### src/rtl/ir_prefetch_queue.sv
// Instruction register with prefetch queue: assembles 1/2-byte instructions from the
// fetch bus and buffers up to DEPTH decoded entries for the control unit.
module ir_prefetch_queue #(
  parameter int                   DATA_W    = 8,
  parameter int                   OPC_W     = 4,
  parameter int                   DEPTH     = 4,
  parameter logic [2**OPC_W-1:0]  LONG_MASK = 16'h0FF0
) (
  input  logic                         clk,
  input  logic                         rst_n,
  input  logic                         flush,
  input  logic                         in_valid,
  input  logic [DATA_W-1:0]            in_data,
  output logic                         in_ready,
  output logic                         out_valid,
  input  logic                         out_ready,
  output logic [OPC_W-1:0]             ins,
  output logic [DATA_W-OPC_W-1:0]      addr_reg,
  output logic [DATA_W-1:0]            addr_mem,
  output logic                         out_long,
  output logic [$clog2(DEPTH+1)-1:0]   count
);
  localparam int PTR_W = $clog2(DEPTH);
  localparam int CNT_W = $clog2(DEPTH+1);
  localparam logic [CNT_W-1:0] DEPTH_C = CNT_W'(DEPTH);
  localparam logic [PTR_W-1:0] LAST_P  = PTR_W'(DEPTH-1);

  typedef enum logic {S_OP, S_OPR} state_t;

  state_t             state, state_nxt;
  logic [DATA_W-1:0]  hold;
  logic               hold_ld;
  logic [PTR_W-1:0]   rd_ptr, wr_ptr;
  logic [DATA_W-1:0]  q_first  [DEPTH];
  logic [DATA_W-1:0]  q_second [DEPTH];
  logic               q_long   [DEPTH];

  logic               accept, push, pop;
  logic [DATA_W-1:0]  push_first, push_second;
  logic               push_long;

  // Ready comes from registered occupancy only, so out_ready never reaches in_ready.
  assign in_ready  = (count < DEPTH_C);
  assign out_valid = (count != '0);
  assign accept    = in_valid & in_ready;
  assign pop       = out_valid & out_ready;

  always_ff @(posedge clk) begin
    if (!rst_n || flush) state <= S_OP;
    else                 state <= state_nxt;
  end

  always_comb begin
    state_nxt   = state;
    push        = 1'b0;
    hold_ld     = 1'b0;
    push_first  = in_data;
    push_second = '0;
    push_long   = 1'b0;
    if (accept) begin
      case (state)
        S_OP: begin
          if (LONG_MASK[in_data[DATA_W-1 -: OPC_W]]) begin
            hold_ld   = 1'b1;
            state_nxt = S_OPR;
          end else begin
            push = 1'b1;
          end
        end
        S_OPR: begin
          push        = 1'b1;
          push_first  = hold;
          push_second = in_data;
          push_long   = 1'b1;
          state_nxt   = S_OP;
        end
        default: state_nxt = S_OP;
      endcase
    end
  end

  always_ff @(posedge clk) begin
    if (!rst_n || flush) hold <= '0;
    else if (hold_ld)    hold <= in_data;
  end

  // Flush drops any push/pop of the same cycle along with the queue contents.
  always_ff @(posedge clk) begin
    if (!rst_n || flush) begin
      rd_ptr <= '0;
      wr_ptr <= '0;
      count  <= '0;
    end else begin
      if (push) wr_ptr <= (wr_ptr == LAST_P) ? '0 : wr_ptr + 1'b1;
      if (pop)  rd_ptr <= (rd_ptr == LAST_P) ? '0 : rd_ptr + 1'b1;
      case ({push, pop})
        2'b10:   count <= count + 1'b1;
        2'b01:   count <= count - 1'b1;
        default: count <= count;
      endcase
    end
  end

  always_ff @(posedge clk) begin
    if (rst_n && !flush && push) begin
      q_first[wr_ptr]  <= push_first;
      q_second[wr_ptr] <= push_second;
      q_long[wr_ptr]   <= push_long;
    end
  end

  always_comb begin
    ins      = '0;
    addr_reg = '0;
    addr_mem = '0;
    out_long = 1'b0;
    if (out_valid) begin
      ins      = q_first[rd_ptr][DATA_W-1 -: OPC_W];
      addr_reg = q_first[rd_ptr][DATA_W-OPC_W-1:0];
      addr_mem = q_second[rd_ptr];
      out_long = q_long[rd_ptr];
    end
  end
endmodule
### config.mk
export PLATFORM = sky130hd
export DESIGN_NAME = ir_prefetch_queue
export DESIGN_NICKNAME = d
export VERILOG_FILES = /design/src/rtl/ir_prefetch_queue.sv
export SDC_FILE = /design/constraint.sdc
export NUM_CORES = 1
export LEC_CHECK = 0
export BUFFER_PORTS_ARGS = -buffer_cell sky130_fd_sc_hd__buf_2
export CAP_MARGIN = 0
export CORE_MARGIN = 5
export CORE_UTILIZATION = 55
export DETAILED_ROUTE_END_ITERATION = 8
export GPL_TIMING_DRIVEN = 0
export HOLD_SLACK_MARGIN = 0.12
export PLACE_DENSITY = 0.76
export SYNTH_ARGS = -nofsm -noshare
export SYNTH_HDL_FRONTEND = slang
export SYNTH_SLANG_ARGS = --single-unit
export TNS_END_PERCENT = 30
### constraint.sdc
create_clock -name clk -period 2.4 [get_ports clk]
set_input_delay 0.24 -clock clk [delete_from_list [all_inputs] [get_ports clk]]
set_output_delay 0.24 -clock clk [all_outputs]
set_load 0.02 [all_outputs]
* Word-level counts from Yosys, hierarchy flattened
Memories as Yosys holds them, arrays and structs flattened. A register that Yosys moved wholly into a read port is not among the register bits.
Cells that the tools add are included.
** Storage, ports and cells
- Register bits :: 16
- Output and inout port bits :: 22
- Bits of input ports :: 13
- Memories kept :: 4
- Word-level logic and storage cells :: 58
- Memory bits (read-only) :: 16
- Bits in writable memories :: 68
** Memories
- q_first :: words 4, width 8, rd ports 1, clocked after memory_dff 1, wr ports 1, RTL line 34 : logic [DATA_W-1:0] q_first [DEPTH];
- q_second :: words 4, width 8, rd ports 1, clocked after memory_dff 1, wr ports 1, RTL line 35 : logic [DATA_W-1:0] q_second [DEPTH];
- (no name shown) :: words 16, width 1, rd ports 1, clocked after memory_dff 0, wr ports 0, RTL line 63 : if (LONG_MASK[in_data[DATA_W-1 -: OPC_W]]) begin
- q_long :: words 4, width 1, rd ports 1, clocked after memory_dff 1, wr ports 1, RTL line 36 : logic q_long [DEPTH];
** Cells by class
- Equality and inequality tests :: 4
- Bitwise logic cells :: 3
- Magnitude comparators :: 2
- Reduce and logical (&&, ||, !) cells :: 7
- $add $sub $neg :: 4
- Multiplexer cells :: 29
** Operators with widths (count)
- 8-bit 2-to-1 mux :: 5
- 2-bit 2-to-1 mux :: 8
- 1-bit 2-to-1 mux :: 11
- 4-bit 2-to-1 mux :: 2
- 2-bit == test (second input constant) :: 3
- 3-bit case mux with 2 select lines :: 1
- 4-bit by 5-bit < comparator with 1-bit output (second input constant) :: 1
- 2-bit by 1-bit adder with 2-bit output (second input constant) :: 2
- 1-bit case mux with 2 select lines :: 2
- 3-bit by 1-bit adder with 3-bit output (second input constant) :: 1
- 3-bit < comparator (second input constant) :: 1
- 3-bit nonzero test :: 1
- 3-bit by 1-bit subtractor with 3-bit output (second input constant) :: 1
- 1-bit bitwise AND :: 2
- 2-bit by 1-bit == test with 1-bit output (second input constant) :: 1
- 1-bit logical AND :: 2
- 1-bit zero test :: 2
- 2-bit nonzero test :: 1
- 1-bit logical OR :: 1
- 1-bit NOT :: 1

* Longest topological paths before layout
- Depth in word-level cells :: 8
- Gate-level depth with buffers :: 9
- Mapped depth without buffers :: 9

* Worst setup path before layout
OpenSTA, ideal clock, no wires.
- Kind :: reg-to-reg
- Start point :: register count[2]
- End point :: register count[2]
- Path slack :: 0.258 ns
- Path buffers :: 0
- Setup time :: 0.070 ns
- Required time :: 2.330 ns
- Data arrival time :: 2.072 ns
- Stages on the path, launching flop included :: 10
- Clock period less this slack :: 2.142 ns
- Cells stage by stage :: dfxtp_1 -> nor2b_2 -> o21a_1 -> inv_1 -> ha_1 -> inv_1 -> fa_1 -> xor2_1 -> or3_1 -> a21oi_1
** Between the ends
- Cells in the longest elaborated chain, start to end :: 5
- Elaborated cells between the ends (all ways) :: 11
- Classes of those cells :: 2 x add/sub; 1 x order compare; 2 x eq/ne; 2 x mux; 2 x bitwise; 2 x reduce/logical
** Ends and longest elaborated chain
- from (decl) :: RTL line 21 : output logic [$clog2(DEPTH+1)-1:0] count
- from (signal assigned) :: RTL line 97 : 2'b10: count <= count + 1'b1;
- from (signal assigned) :: RTL line 98 : 2'b01: count <= count - 1'b1;
- from (signal assigned) :: RTL line 99 : default: count <= count;
- 3-bit < comparator :: RTL line 43 : assign in_ready = (count < DEPTH_C);
- 1-bit bitwise AND :: RTL line 45 : assign accept = in_valid & in_ready;
- 1-bit 2-to-1 mux :: RTL line 60 : if (accept) begin
- 2-bit by 1-bit == test with 1-bit output / 2-bit == test (equally long branches) :: RTL line 96 : case ({push, pop})
- 3-bit case mux with 2 select lines / 2-bit nonzero test (equally long branches)
Parallel ways exist; a longest one is shown, timed or not.
A chain may end at the register's enable or synchronous reset.

* Final worst setup path
Same ends and word-level chain as after synthesis.

==> flow_summary.yaml <==
route:
  post_drt_wl_per_cell_um: 17.8
  wl_um: 6190
  antenna_left: 0
  viasPerCell: 5.63
  drt-initial-drc-count: 94
  drc: 0
  dr.pass1.iters: 4
  vias: 1955
synthesis:
  yosys.cell_types.count: 35
  synth_common_cells: "68 x edfxtp_1, 18 x dfxtp_1, 15 x nor2b_1"
  ys_ff_latch: 86
  synth_seq_area_share: 0.654
  yosysWarnings: 0
  syn_inst: 220
  syn_nets: 240
  synth_edf_count: 68
  postSynth.asyncResetShare: 0
  synth.most_common_cell: "edfxtp_1"
  yosysTopAreaCellShare: 0.556
  syn_area_mm2: 0.00367
  avgSynthCellArea_um2: 16.7
  synth_flop_cell: "edfxtp_1"
  synthTopCellsByArea: "edfxtp_1 56%, dfxtp_1 9.8%, mux4_2 6.1%"
  synth_top_area_cell: "edfxtp_1"
worst_setup_path:
  worst-path-buf-inv: 2
  regToRegSetupSlack_ps: 230
  slowest_stage: "dfxtp_1"
  r2r_cells: 9
  worstSetupEndpointType: "flip-flop"
  crit_arrival_ps: 2440
  crit_type: "reg2reg"
  r2r_start: "count[2]"
  worst_path_largest_cell_delay_ps: 510
  startpoint_type: "flip-flop"
  crit_top_cell: "inv_1"
  required_ps: 2670
  r2r_end: "count[2]"
  path_delay_family: "adder cells"
  worstPathCellList: "nor2b_2 > o21a_1 > inv_1 > ha_1 > inv_1 > fa_1 > xor2_1 > or3_1 > a21oi_1"
  crit_fanout: 8
power_and_ir_drop:
  p_seq_frac: 0.586
  p_switching_w: 0.000581
  cell_internal_pwr_w: 0.00219
  pwr_density_cell_mw_per_mm2: 671
  p_leak_nw: 1.59
  switching_share: 0.210
  comb_power_share: 0.063
  vdd_drop_max_mv: 0.357
  clkPwrFrac: 0.351
grt:
  antenna_found_initial: 0
  grt_pass1_wl_um: 10200
  track_usage: 0.162
  grt_overflow: 0
  grt_start_max_net_pins: 18
  grt_pass1_vias: 2006
timing:
  slew_headroom: 0.384
  hold_violations: 0
  fmax_mhz: 462
  setup_viol: 0
  rsz0062_at_grt: "false"
  period_share: 0.902
  fin_skew_ps: 12.8
  setup_tns_ps: 0
  min_period_ps: 2170
  worst_pin_slew_ps: 925
  slew_viol_final: 0
layout:
  antenna_cells: 0
  syn_to_final_growth_pct: 12.5
  nets: 285
  utilization: 0.643
  drive_gt1_frac: 0.304
floorplanning:
  die_w_um: 91.7
  core_area_mm2: 0.00642
  die_h_um: 91.7
  start_util: 0.572
  rows: 29
  pin_count: 35
  die-area_mm2: 0.00841
cts:
  root_buffer: "clkbuf_8"
  clock_latency_ps: 340
  hold_buffers: 0
  clock_path_buffers: 2
  clk_pin_slew_worst_paths_ps: 80
  clock-sinks: 86
  cts_buffers: 9
  cts_resized: 0
  postCtsSetupBuffers: 0
  cts_tree: "done"
  htree_levels: 3
run_status:
  outcome: "finished clean"
place:
  portBuffers: 34
  place_hpwl_um: 4190
  gp_congestion: 0.708
worst_hold_path:
  hp-start: "in_data[3]"
  worstHoldEndpoint: "hold[3]"
  hold_depth: 3
  hold_path_class: "in2reg"
flow_run:
  cap_violations: 0
## metrics by stage
| stage | power [W] | area (µm²) | hold WS [ps] | cells | worst slack, ps |
|---|---|---|---|---|---|
| finish | 0.00277 | 4130 | 162 | 347 | 235 |
| global route | 0.00288 | 4130 | 162 | 347 | 80.7 |
| CTS | 0.00280 | 4130 | 147 | 347 | 211 |
| detailed placement | 0.00183 | 3940 | 455 | 331 | 46.7 |
| global placement | 0.00183 | 3940 | 441 | 331 | 44.0 |
| floorplan | 0.00178 | 3670 | 382 | 220 | 258 |
## cell type report
class | instances | area, µm²
sequential | 86 | 2400
tap | 77 | 96.3
timing repair buffer | 34 | 170
buffer | 10 | 67.6
clock inverter | 4 | 46.3
inverter | 11 | 41.3
multi-input combinational | 113 | 1160
fill | 475 | 2290
clock buffer | 12 | 145
## tightest hold or removal path: cells and delay by family
family        cells  cell delay, ps
buf+inv           1             120
mux               1              50
simple gates      1              50
## power groups by stage
stage | Sequential (W) | Clock (W) | Combinational (W)
after floorplan | 0.00166 | 0 | 0.000119
after detailed placement | 0.00166 | 0 | 0.000176
final | 0.00162 | 0.000973 | 0.000174
after global routing | 0.00163 | 0.00106 | 0.000193
after global placement | 0.00166 | 0 | 0.000173
after CTS | 0.00162 | 0.000997 | 0.000176
## cell usage in the layout, fill, tap and decap left out, drive strengths merged
cell type and count:
o21a 1, bufinv 1, edfxtp 68, nor3 2, clkbuf 15, ha 6, nor2b 19, o31ai 3
nor2 4, clkinv 2, fa 1, o21ai 1, a211oi 1, xnor2 1, mux2i 8, mux2 8
buf 41, and3 12, inv 12, o2111ai 1, mux4 17, xor2 2, or3 3, nand2 15
nand2b 2, o211a 1, dfxtp 18, nand4b 1, a21oi 4
## registers in the layout, summed over array words and instances, names as in the netlist, named ones only
name	cells
q_first	32
q_second	32
hold	8
q_long	4
count	3
rd_ptr	2
wr_ptr	2
state	1
## logic make-up after synthesis
| group | after synthesis | synth area share |
|---|---|---|
| xor+xnor | 3 | 0.00716 |
| simple gates | 58 | 0.102 |
| flops | 86 | 0.654 |
| buf+inv | 21 | 0.0297 |
| fa+ha+maj | 7 | 0.0259 |
| mux | 33 | 0.158 |
| compound gates | 12 | 0.0235 |
## worst max path at each step
stage	startpoint	endpoint	slack, ps	depth (start not counted)
after global routing	count[2]	count[2]	80	9
after detailed placement	in_data[7]	q_second[0][0]	50	4
after CTS	count[2]	count[2]	210	9
after floorplan	count[2]	count[2]	260	9
final	count[2]	count[2]	230	9
after global placement	in_data[7]	q_second[0][3]	40	4
## per-layer routing
layer / global-route usage / share of wire
met4: 0.0780 / 0.022
met1: 0.208 / 0.43
met2: 0.263 / 0.50
met5: 0 / 0
met3: 0.0360 / 0.046
Power figures use the tool's default switching activity.
